[config.mk]
export PLATFORM = sky130hd
export DESIGN_NAME = tank_ctrl_param
export DESIGN_NICKNAME = d
export VERILOG_FILES = /design/src/rtl/tank_pkg.sv /design/src/rtl/tank_step_calc.sv /design/src/rtl/tank_ctrl_param.sv
export SDC_FILE = /design/constraint.sdc
export NUM_CORES = 1
export LEC_CHECK = 0
export CORE_MARGIN = 2
export CORE_UTILIZATION = 55
export CTS_CLUSTER_DIAMETER = 150
export CTS_CLUSTER_SIZE = 14
export DETAILED_ROUTE_END_ITERATION = 16
export GPL_ROUTABILITY_DRIVEN = 0
export GPL_TIMING_DRIVEN = 0
export PLACE_DENSITY = 0.9
export SLEW_MARGIN = 20
export SYNTH_ARGS = -nofsm -noshare
export SYNTH_HDL_FRONTEND = slang
export SYNTH_SLANG_ARGS = --single-unit
[constraint.sdc]
create_clock -name frame_clk -period 8.9 [get_ports frame_clk]
set_input_delay 1.335 -clock frame_clk [delete_from_list [all_inputs] [get_ports frame_clk]]
set_output_delay 1.335 -clock frame_clk [all_outputs]
set_load 0.05 [all_outputs]
[src/rtl/tank_pkg.sv]
// rtl/tank_pkg.sv - shared types, key codes and fixed-point helpers for tank_ctrl_param
package tank_pkg;

  typedef enum logic [1:0] {
    ALIVE   = 2'd0,
    DYING   = 2'd1,
    RESPAWN = 2'd2
  } tank_state_e;

  localparam logic [7:0] KEY_FWD  = 8'h52;
  localparam logic [7:0] KEY_BACK = 8'h51;
  localparam logic [7:0] KEY_CCW  = 8'h50;
  localparam logic [7:0] KEY_CW   = 8'h4F;
  localparam logic [7:0] KEY_FIRE = 8'h2C;

  // Integer pixel width of a position; trig inputs are Q1.7 sign-magnitude.
  localparam int POS_W      = 10;
  localparam int TRIG_MAG_W = 7;

  // Scale a sign-magnitude Q1.7 value by full_scale; 0x80 collapses to 0.
  function automatic int sm_scale(input logic [7:0] sm, input int full_scale);
    int mag;
    mag = (full_scale * int'({25'd0, sm[6:0]})) >>> TRIG_MAG_W;
    return sm[7] ? -mag : mag;
  endfunction

endpackage

[src/rtl/tank_step_calc.sv]
// rtl/tank_step_calc.sv - combinational fixed-point step and arena clamp producing the proposed move
module tank_step_calc
  import tank_pkg::*;
#(
  parameter int FRAC  = 4,
  parameter int SPEED = 32,
  parameter int X_MIN = 0,
  parameter int X_MAX = 639,
  parameter int Y_MIN = 0,
  parameter int Y_MAX = 479,
  parameter int SIZE  = 10
) (
  input  logic [POS_W+FRAC-1:0] pos_x,
  input  logic [POS_W+FRAC-1:0] pos_y,
  input  logic [7:0]            sin,
  input  logic [7:0]            cos,
  input  logic                  move_fwd,
  input  logic                  move_back,
  output logic [POS_W+FRAC-1:0] prop_x,
  output logic [POS_W+FRAC-1:0] prop_y
);

  localparam int QW = POS_W + FRAC;

  // A clamped axis lands exactly on the limit pixel with its fraction cleared.
  function automatic logic [QW-1:0] clamp_axis(input int q, input int lo, input int hi);
    int ip;
    ip = q >>> FRAC;
    if (ip < lo) return {POS_W'(lo), {FRAC{1'b0}}};
    if (ip > hi) return {POS_W'(hi), {FRAC{1'b0}}};
    return q[QW-1:0];
  endfunction

  int dx;
  int dy;

  always_comb begin
    dx     = sm_scale(cos, SPEED);
    dy     = -sm_scale(sin, SPEED);  // screen Y grows downward
    prop_x = pos_x;
    prop_y = pos_y;
    if (move_back) begin
      dx = -dx;
      dy = -dy;
    end
    if (move_fwd || move_back) begin
      prop_x = clamp_axis(int'(pos_x) + dx, X_MIN + SIZE, X_MAX - SIZE);
      prop_y = clamp_axis(int'(pos_y) + dy, Y_MIN + SIZE, Y_MAX - SIZE);
    end
  end

endmodule

[src/rtl/tank_ctrl_param.sv]
// rtl/tank_ctrl_param.sv - per-player tank movement, firing and life-cycle controller
module tank_ctrl_param
  import tank_pkg::*;
#(
  parameter int         KEY_SLOTS     = 4,
  parameter logic [7:0] K_FWD         = KEY_FWD,
  parameter logic [7:0] K_BACK        = KEY_BACK,
  parameter logic [7:0] K_CCW         = KEY_CCW,
  parameter logic [7:0] K_CW          = KEY_CW,
  parameter logic [7:0] K_FIRE        = KEY_FIRE,
  parameter int         N_ANGLES      = 48,
  parameter int         ANG_W         = 6,
  parameter int         FRAC          = 4,
  parameter int         SPEED         = 32,
  parameter int         X_SPAWN       = 300,
  parameter int         Y_SPAWN       = 250,
  parameter int         X_MIN         = 0,
  parameter int         X_MAX         = 639,
  parameter int         Y_MIN         = 0,
  parameter int         Y_MAX         = 479,
  parameter int         SIZE          = 10,
  parameter int         FIRE_COOLDOWN = 30,
  parameter int         DEATH_FRAMES  = 60
) (
  input  logic                   frame_clk,
  input  logic                   Reset_n,
  input  logic [8*KEY_SLOTS-1:0] keycode,
  input  logic [7:0]             sin,
  input  logic [7:0]             cos,
  input  logic                   wall_hit,
  input  logic                   hit,
  output logic [9:0]             TankX,
  output logic [9:0]             TankY,
  output logic [9:0]             TankS,
  output logic [ANG_W-1:0]       Angle,
  output logic [9:0]             PropX,
  output logic [9:0]             PropY,
  output logic                   Fire,
  output logic                   Alive
);

  localparam int QW   = POS_W + FRAC;
  localparam int CD_W = $clog2(FIRE_COOLDOWN + 1);
  localparam int DC_W = $clog2(DEATH_FRAMES + 1);
  localparam logic [QW-1:0] X_SPAWN_Q = {POS_W'(X_SPAWN), {FRAC{1'b0}}};
  localparam logic [QW-1:0] Y_SPAWN_Q = {POS_W'(Y_SPAWN), {FRAC{1'b0}}};

  tank_state_e     state, state_nxt;
  logic [QW-1:0]   pos_x, pos_y, pos_x_nxt, pos_y_nxt, prop_x_q, prop_y_q;
  logic [ANG_W-1:0] angle, angle_nxt;
  logic [CD_W-1:0] cooldown, cooldown_nxt;
  logic [DC_W-1:0] death_cnt, death_nxt;
  logic            fire_q, fire_nxt;
  logic            key_fwd, key_back, key_ccw, key_cw, key_fire;
  logic            act, move_fwd, move_back, rot_ccw, rot_cw;

  always_comb begin
    key_fwd  = 1'b0;
    key_back = 1'b0;
    key_ccw  = 1'b0;
    key_cw   = 1'b0;
    key_fire = 1'b0;
    for (int i = 0; i < KEY_SLOTS; i++) begin
      if (keycode[8*i +: 8] == K_FWD)  key_fwd  = 1'b1;
      if (keycode[8*i +: 8] == K_BACK) key_back = 1'b1;
      if (keycode[8*i +: 8] == K_CCW)  key_ccw  = 1'b1;
      if (keycode[8*i +: 8] == K_CW)   key_cw   = 1'b1;
      if (keycode[8*i +: 8] == K_FIRE) key_fire = 1'b1;
    end
  end

  // A hit in the same frame pre-empts every action, so gate on it here.
  assign act       = (state == ALIVE) && !hit;
  assign move_fwd  = act && key_fwd;
  assign move_back = act && !key_fwd && key_back;
  assign rot_ccw   = act && !key_fwd && !key_back && key_ccw;
  assign rot_cw    = act && !key_fwd && !key_back && !key_ccw && key_cw;

  tank_step_calc #(
    .FRAC(FRAC), .SPEED(SPEED), .X_MIN(X_MIN), .X_MAX(X_MAX),
    .Y_MIN(Y_MIN), .Y_MAX(Y_MAX), .SIZE(SIZE)
  ) u_step (
    .pos_x(pos_x), .pos_y(pos_y), .sin(sin), .cos(cos),
    .move_fwd(move_fwd), .move_back(move_back),
    .prop_x(prop_x_q), .prop_y(prop_y_q)
  );

  always_comb begin
    state_nxt    = state;
    pos_x_nxt    = pos_x;
    pos_y_nxt    = pos_y;
    angle_nxt    = angle;
    death_nxt    = death_cnt;
    fire_nxt     = 1'b0;
    cooldown_nxt = (cooldown != '0) ? cooldown - CD_W'(1) : cooldown;
    case (state)
      ALIVE: begin
        if (hit) begin
          state_nxt = DYING;
          death_nxt = DC_W'(DEATH_FRAMES - 1);
        end else begin
          if ((move_fwd || move_back) && !wall_hit) begin
            pos_x_nxt = prop_x_q;
            pos_y_nxt = prop_y_q;
          end
          if (rot_ccw) angle_nxt = (angle == ANG_W'(N_ANGLES - 1)) ? '0 : angle + ANG_W'(1);
          if (rot_cw)  angle_nxt = (angle == '0) ? ANG_W'(N_ANGLES - 1) : angle - ANG_W'(1);
          if (key_fire && cooldown == '0) begin
            fire_nxt     = 1'b1;
            cooldown_nxt = CD_W'(FIRE_COOLDOWN);
          end
        end
      end
      DYING: begin
        if (death_cnt == '0) state_nxt = RESPAWN;
        else                 death_nxt = death_cnt - DC_W'(1);
      end
      RESPAWN: begin
        state_nxt    = ALIVE;
        pos_x_nxt    = X_SPAWN_Q;
        pos_y_nxt    = Y_SPAWN_Q;
        angle_nxt    = '0;
        cooldown_nxt = '0;
      end
      default: state_nxt = ALIVE;
    endcase
  end

  always_ff @(posedge frame_clk or negedge Reset_n) begin
    if (!Reset_n) begin
      state     <= ALIVE;
      pos_x     <= X_SPAWN_Q;
      pos_y     <= Y_SPAWN_Q;
      angle     <= '0;
      cooldown  <= '0;
      death_cnt <= '0;
      fire_q    <= 1'b0;
    end else begin
      state     <= state_nxt;
      pos_x     <= pos_x_nxt;
      pos_y     <= pos_y_nxt;
      angle     <= angle_nxt;
      cooldown  <= cooldown_nxt;
      death_cnt <= death_nxt;
      fire_q    <= fire_nxt;
    end
  end

  assign TankX = pos_x[QW-1:FRAC];
  assign TankY = pos_y[QW-1:FRAC];
  assign TankS = POS_W'(SIZE);
  assign PropX = prop_x_q[QW-1:FRAC];
  assign PropY = prop_y_q[QW-1:FRAC];
  assign Angle = angle;
  assign Fire  = fire_q;
  assign Alive = (state == ALIVE);

endmodule

# Yosys cells after proc, flatten, opt, wreduce, memory -nomap -nowiden
# Cells that the tools add are included.
# totals
ff_bits	48
out_inout_bits	58
wordCells	151
input_bits	52
# classes
eq_ne	30
n_reduce_logical	28
n_lt_le_gt_ge	4
add_sub_neg	11
n_mux	69
# ops
op	n
2-to-1 mux 14 bit	14
equality test 8 x 7 -> 1 bit (second input constant)	16
2-to-1 mux 32 bit	4
negator 32 bit	3
adder 15 x 32 -> 32 bit	2
negator 5 -> 32 bit	2
less-than comparator 28 x 5 -> 1 bit (second input constant)	2
case mux 14 bit (2 select lines)	2
2-to-1 mux 6 bit	7
2-to-1 mux 1 bit	33
equality test 8 x 6 -> 1 bit (second input constant)	4
greater-than comparator 28 x 10 -> 1 bit (second input constant)	1
greater-than comparator 28 x 11 -> 1 bit (second input constant)	1
case mux 6 bit (2 select lines)	2
2-to-1 mux 5 bit	3
zero test 6 bit	2
subtractor 6 x 1 -> 6 bit (second input constant)	2
logical AND 1 bit	10
case mux 5 bit (2 select lines)	1
AND reduction 3 bit	3
!= test 2 bit (second input constant)	4
adder 6 x 1 -> 6 bit (second input constant)	1
equality test 6 bit (second input constant)	1
zero test 1 bit	5
other kinds (14)	17

# Logic depth before layout (Yosys ltp)
# logic_depth
depth_word	21
mapped_depth	25
mapped_depth_nobuf	24

# Hierarchy
# Synthesis repeated with hierarchy kept, for this count alone.
# hier_totals
hier_cells	811
hier_area_um2	6522.5
# by_module_without_submodules
mod	area_each_um2	cells_per_inst	n_inst
tank_step_calc	3399.5	476	1
tank_ctrl_param	3123.0	335	1

# Least setup slack after synthesis
# Ideal clock, no wire load.
# synth_timing
kind	in2out
start	input port sin[2]
end	output port PropY[5]
stages	22
t_arrival_ps	6975
slack_ps	590
path_buffers	1
path_cell_list	inv_1 > ha_1 > nand2b_1 > nor2_1 > ha_1 > or4_4 > a21boi_2 > a21oi_1 > nor4_1 > nand4_1 > and2_1 > ha_1 > clkbuf_1 > a21o_1 > a21o_1 > o41ai_2 > o21bai_1 > a21oi_1 > mux2i_4 > a31oi_4 > or2_1 > o31ai_1
# synth_via
elab_chain_len	13
# synth_lines
element	line	source
start: declaration	tank_ctrl_param.sv:28	input logic [7:0] sin,
negator 5 -> 32 bit	tank_pkg.sv:24	return sm[7] ? -mag : mag;
2-to-1 mux 32 bit *	tank_pkg.sv:24	
negator 32 bit *	tank_step_calc.sv:39	dy = -sm_scale(sin, SPEED);
negator 32 bit	tank_step_calc.sv:44	dy = -dy;
2-to-1 mux 32 bit *	tank_step_calc.sv:42	if (move_back) begin
adder 15 x 32 -> 32 bit *	tank_step_calc.sv:48	prop_y = clamp_axis(int'(pos_y) + dy, Y_MIN + SIZE, Y_MAX - SIZE);
greater-than comparator 28 x 10 -> 1 bit	tank_step_calc.sv:30	if (ip > hi) return {POS_W'(hi), {FRAC{1'b0}}};
2-to-1 mux 1 bit (2 in series)	tank_step_calc.sv:30	
2-to-1 mux 1 bit	tank_step_calc.sv:46	if (move_fwd || move_back) begin
2-to-1 mux 14 bit	tank_step_calc.sv:31	return q[QW-1:0];
2-to-1 mux 14 bit *	tank_step_calc.sv:30	
2-to-1 mux 14 bit *	tank_step_calc.sv:46	
end: declaration	tank_ctrl_param.sv:37	output logic [9:0] PropY,
# Mark *: on every way between the ends. The rest lies on a longest branch, timed or not. The select of a mux whose other input is x is not followed.

# Worst setup path after layout
# layout_timing
start	input port sin[2]
end	output port PropY[1]
# The elaborated chain is that of the path after synthesis.

==> flow_summary.yaml <==
clock_tree:
  cts_tree: "yes"
  cts-htree-levels: 2
  path_clk_slew_ps: 60
  cts.sinks: 48
  clockRootBuffer: "clkbuf_16"
  ctsHoldBuffers: 0
  clock_latency_ps: 290
  cts-buffers-inserted: 5
  clk_path_buf_depth: 2
cells_and_area:
  nets: 1016
  fill_cells: 922
  seq_area_um2: 1210
  drive_gt1_share_pct: 15.0
  antenna_cells: 0
  area_delta_synth_final_pct: 20.8
  multi_input_area_um2: 4820
detailed_routing:
  wl_per_cell_um: 16.3
  routed_wl_mm: 17.4
  viasPerCell: 6.18
  postRouteAntennaNets: 0
  vias: 6596
  firstDrtPassIters: 6
  drcViolationCount: 0
  dr.first_iter.drc_count: 550
synthesis:
  ys_ff_latch: 48
  synth_warnings: 0
  synthTopCellsByArea: "dfrtp_1 15%, ha_1 7.6%, xnor2_1 5.2%, nor2_1 4.9%, dfstp_2 4.1%"
  syn-cell-area_um2: 6420
  avgSynthCellArea_um2: 7.85
  synth_cells: 817
  synth_top_area_share_pct: 14.8
  seq_area_frac_synth_pct: 18.9
  synth_common_cells: "83 x nor2_1, 69 x nand2_1, 44 x a21oi_1, 44 x o21ai_0, 39 x ha_1"
  synth_edf_count: 0
  synth_cell_types: 103
  synth_ff_type: "dfrtp_1"
  async_flop_share_pct: 100
  yosysTopAreaCell: "dfrtp_1"
  synth.most_common_cell: "nor2_1"
die:
  core-area_um2: 11400
  die_width_um: 112
  ios: 110
  dieArea_um2: 12500
  num_rows: 39
  fp.dieH_um: 112
  start_util_pct: 56.2
timing:
  fin_skew_ps: 8.11
  hold_viol_final: 0
  tns_ps: 0
  fmax_mhz: 117
  whs_ps: 492
  worst_slew_margin_rel_pct: 52.9
  setup_violations: 0
  slew_viol_final: 0
  period_share_pct: 95.8
  tightest_slew_ps: 707
  min_period_ps: 8520
run_status:
  status: "complete, no violations"
power:
  finalPower_uw: 631
  irDropWorstVdd_v: 0.0000726
  p_per_area_nw_per_um2: 81.4
  p_leak_nw: 3.35
setup_path:
  reg2reg_slack_ps: 3510
  required_ps: 7570
  arrival_ps: 7190
  worstSetupEndpointType: "output port"
  crit_fanout: 9
  start_kind: "input pin"
  critPathKind: "input pin to output port"
global_route:
  grt_max_degree: 28
  grt_overflow: 0
  grt_pass1_vias: 6131
  grt_pass1_wl_mm: 28.5
  antenna_found_initial: 0
  grt_use_total_pct: 26.9
place:
  hpwl_mm: 13.5
  portBuffers: 90
run:
  cap_violations: 0
min_path:
  hold_class: "register to register"
[cell families after synthesis]
family / share of synthesized area, %
simple gates: 27.7
compound gates: 26.8
buf+inv: 7.68
xor+xnor: 8.17
flops: 18.9
fa+ha+maj: 8.39
mux: 2.18
other cells: 0.117
[critical path: stages]
cell	delay, ps
clkdlybuf4s15_2	310
inv_1	140
ha_2	250
nand2b_1	210
nor2_1	70
ha_1	340
or4_4	510
a21boi_2	250
a21oi_1	150
nor4_2	220
nand4_1	260
and2_1	240
ha_2	330
a21o_1	220
a21oi_1	240
nand2_1	90
a31o_1	260
a221oi_4	340
nand3_1	180
mux2i_4	210
a31oi_4	180
or2_1	310
a31oi_1	280
buf_4	260
[layout by cell type, fill, tap and decap left out, drive strengths merged, types with 37 or more instances in the layout]
master,n
nor2,84
buf,49
ha,39
inv,37
nand2,70
xnor2,38
dfrtp,38
o21ai,60
a21oi,47
clkdlybuf4s50,68
[through the flow]
step / setup slack [ps] / std cells / util [%] / cell area (um2)
finish: 376 / 1067 / 67.9 / 7750
global placement: -942 / 1058 / 65.9 / 7530
floorplan: 590 / 825 / - / 6450
CTS: 2.56 / 1067 / 67.5 / 7710
detailed placement: -1060 / 1059 / 66.1 / 7550
global route: -16.5 / 1067 / 67.9 / 7750
[worst paths after layout]
check	endpoint	startpoint	cells after the start
max in group asynchronous	pos_x[7]	Reset_n	2
worst min-delay path	death_cnt[0]	death_cnt[0]	1
min in group asynchronous	pos_x[11]	Reset_n	1
worst min register to register	death_cnt[0]	death_cnt[0]	1
worst max-delay path	PropY[1]	sin[2]	24
worst max register to register	pos_y[1]	state[1]	18
[repair_timing]
| action | CTS | global route |
|---|---|---|
| setup endpoints to repair | 9 | 19 |
| pin swaps | 0 | 1 |
| gates resized for setup | 36 | 42 |
| buffers inserted | 0 | 1 |
| hold endpoints to repair | 0 | 0 |
[metal layers]
layer	GRT usage [%]	up-vias	routed length [um]
met5	0	-	0
met4	7.64	0	364
li1	-	3167	-
met1	35.1	3078	7300
met3	4.59	36	1440
met2	46.3	315	8250
[power breakdown]
group / internal [mW] / total, mW / switching (mW)
clock network: 0.104 / 0.187 / 0.0831
registers: 0.219 / 0.220 / 0.000816
logic: 0.0927 / 0.224 / 0.131
total: 0.416 / 0.631 / 0.215
[registers in the layout, indices dropped and copies added (netlist names)]
register	flops
pos_x	14
pos_y	14
Angle	6
death_cnt	6
cooldown	5
state	2
Fire	1
[layout make-up]
type | count | area share [%]
multi-input combinational | 684 | 62.1
sequential | 48 | 15.7
timing repair buffer | 92 | 11.8
buffer | 55 | 4.54
tap | 143 | 2.31
inverter | 37 | 1.79
clock buffer | 7 | 1.71
clock inverter | 1 | 0.0646
Power figures use the tool's default switching activity.
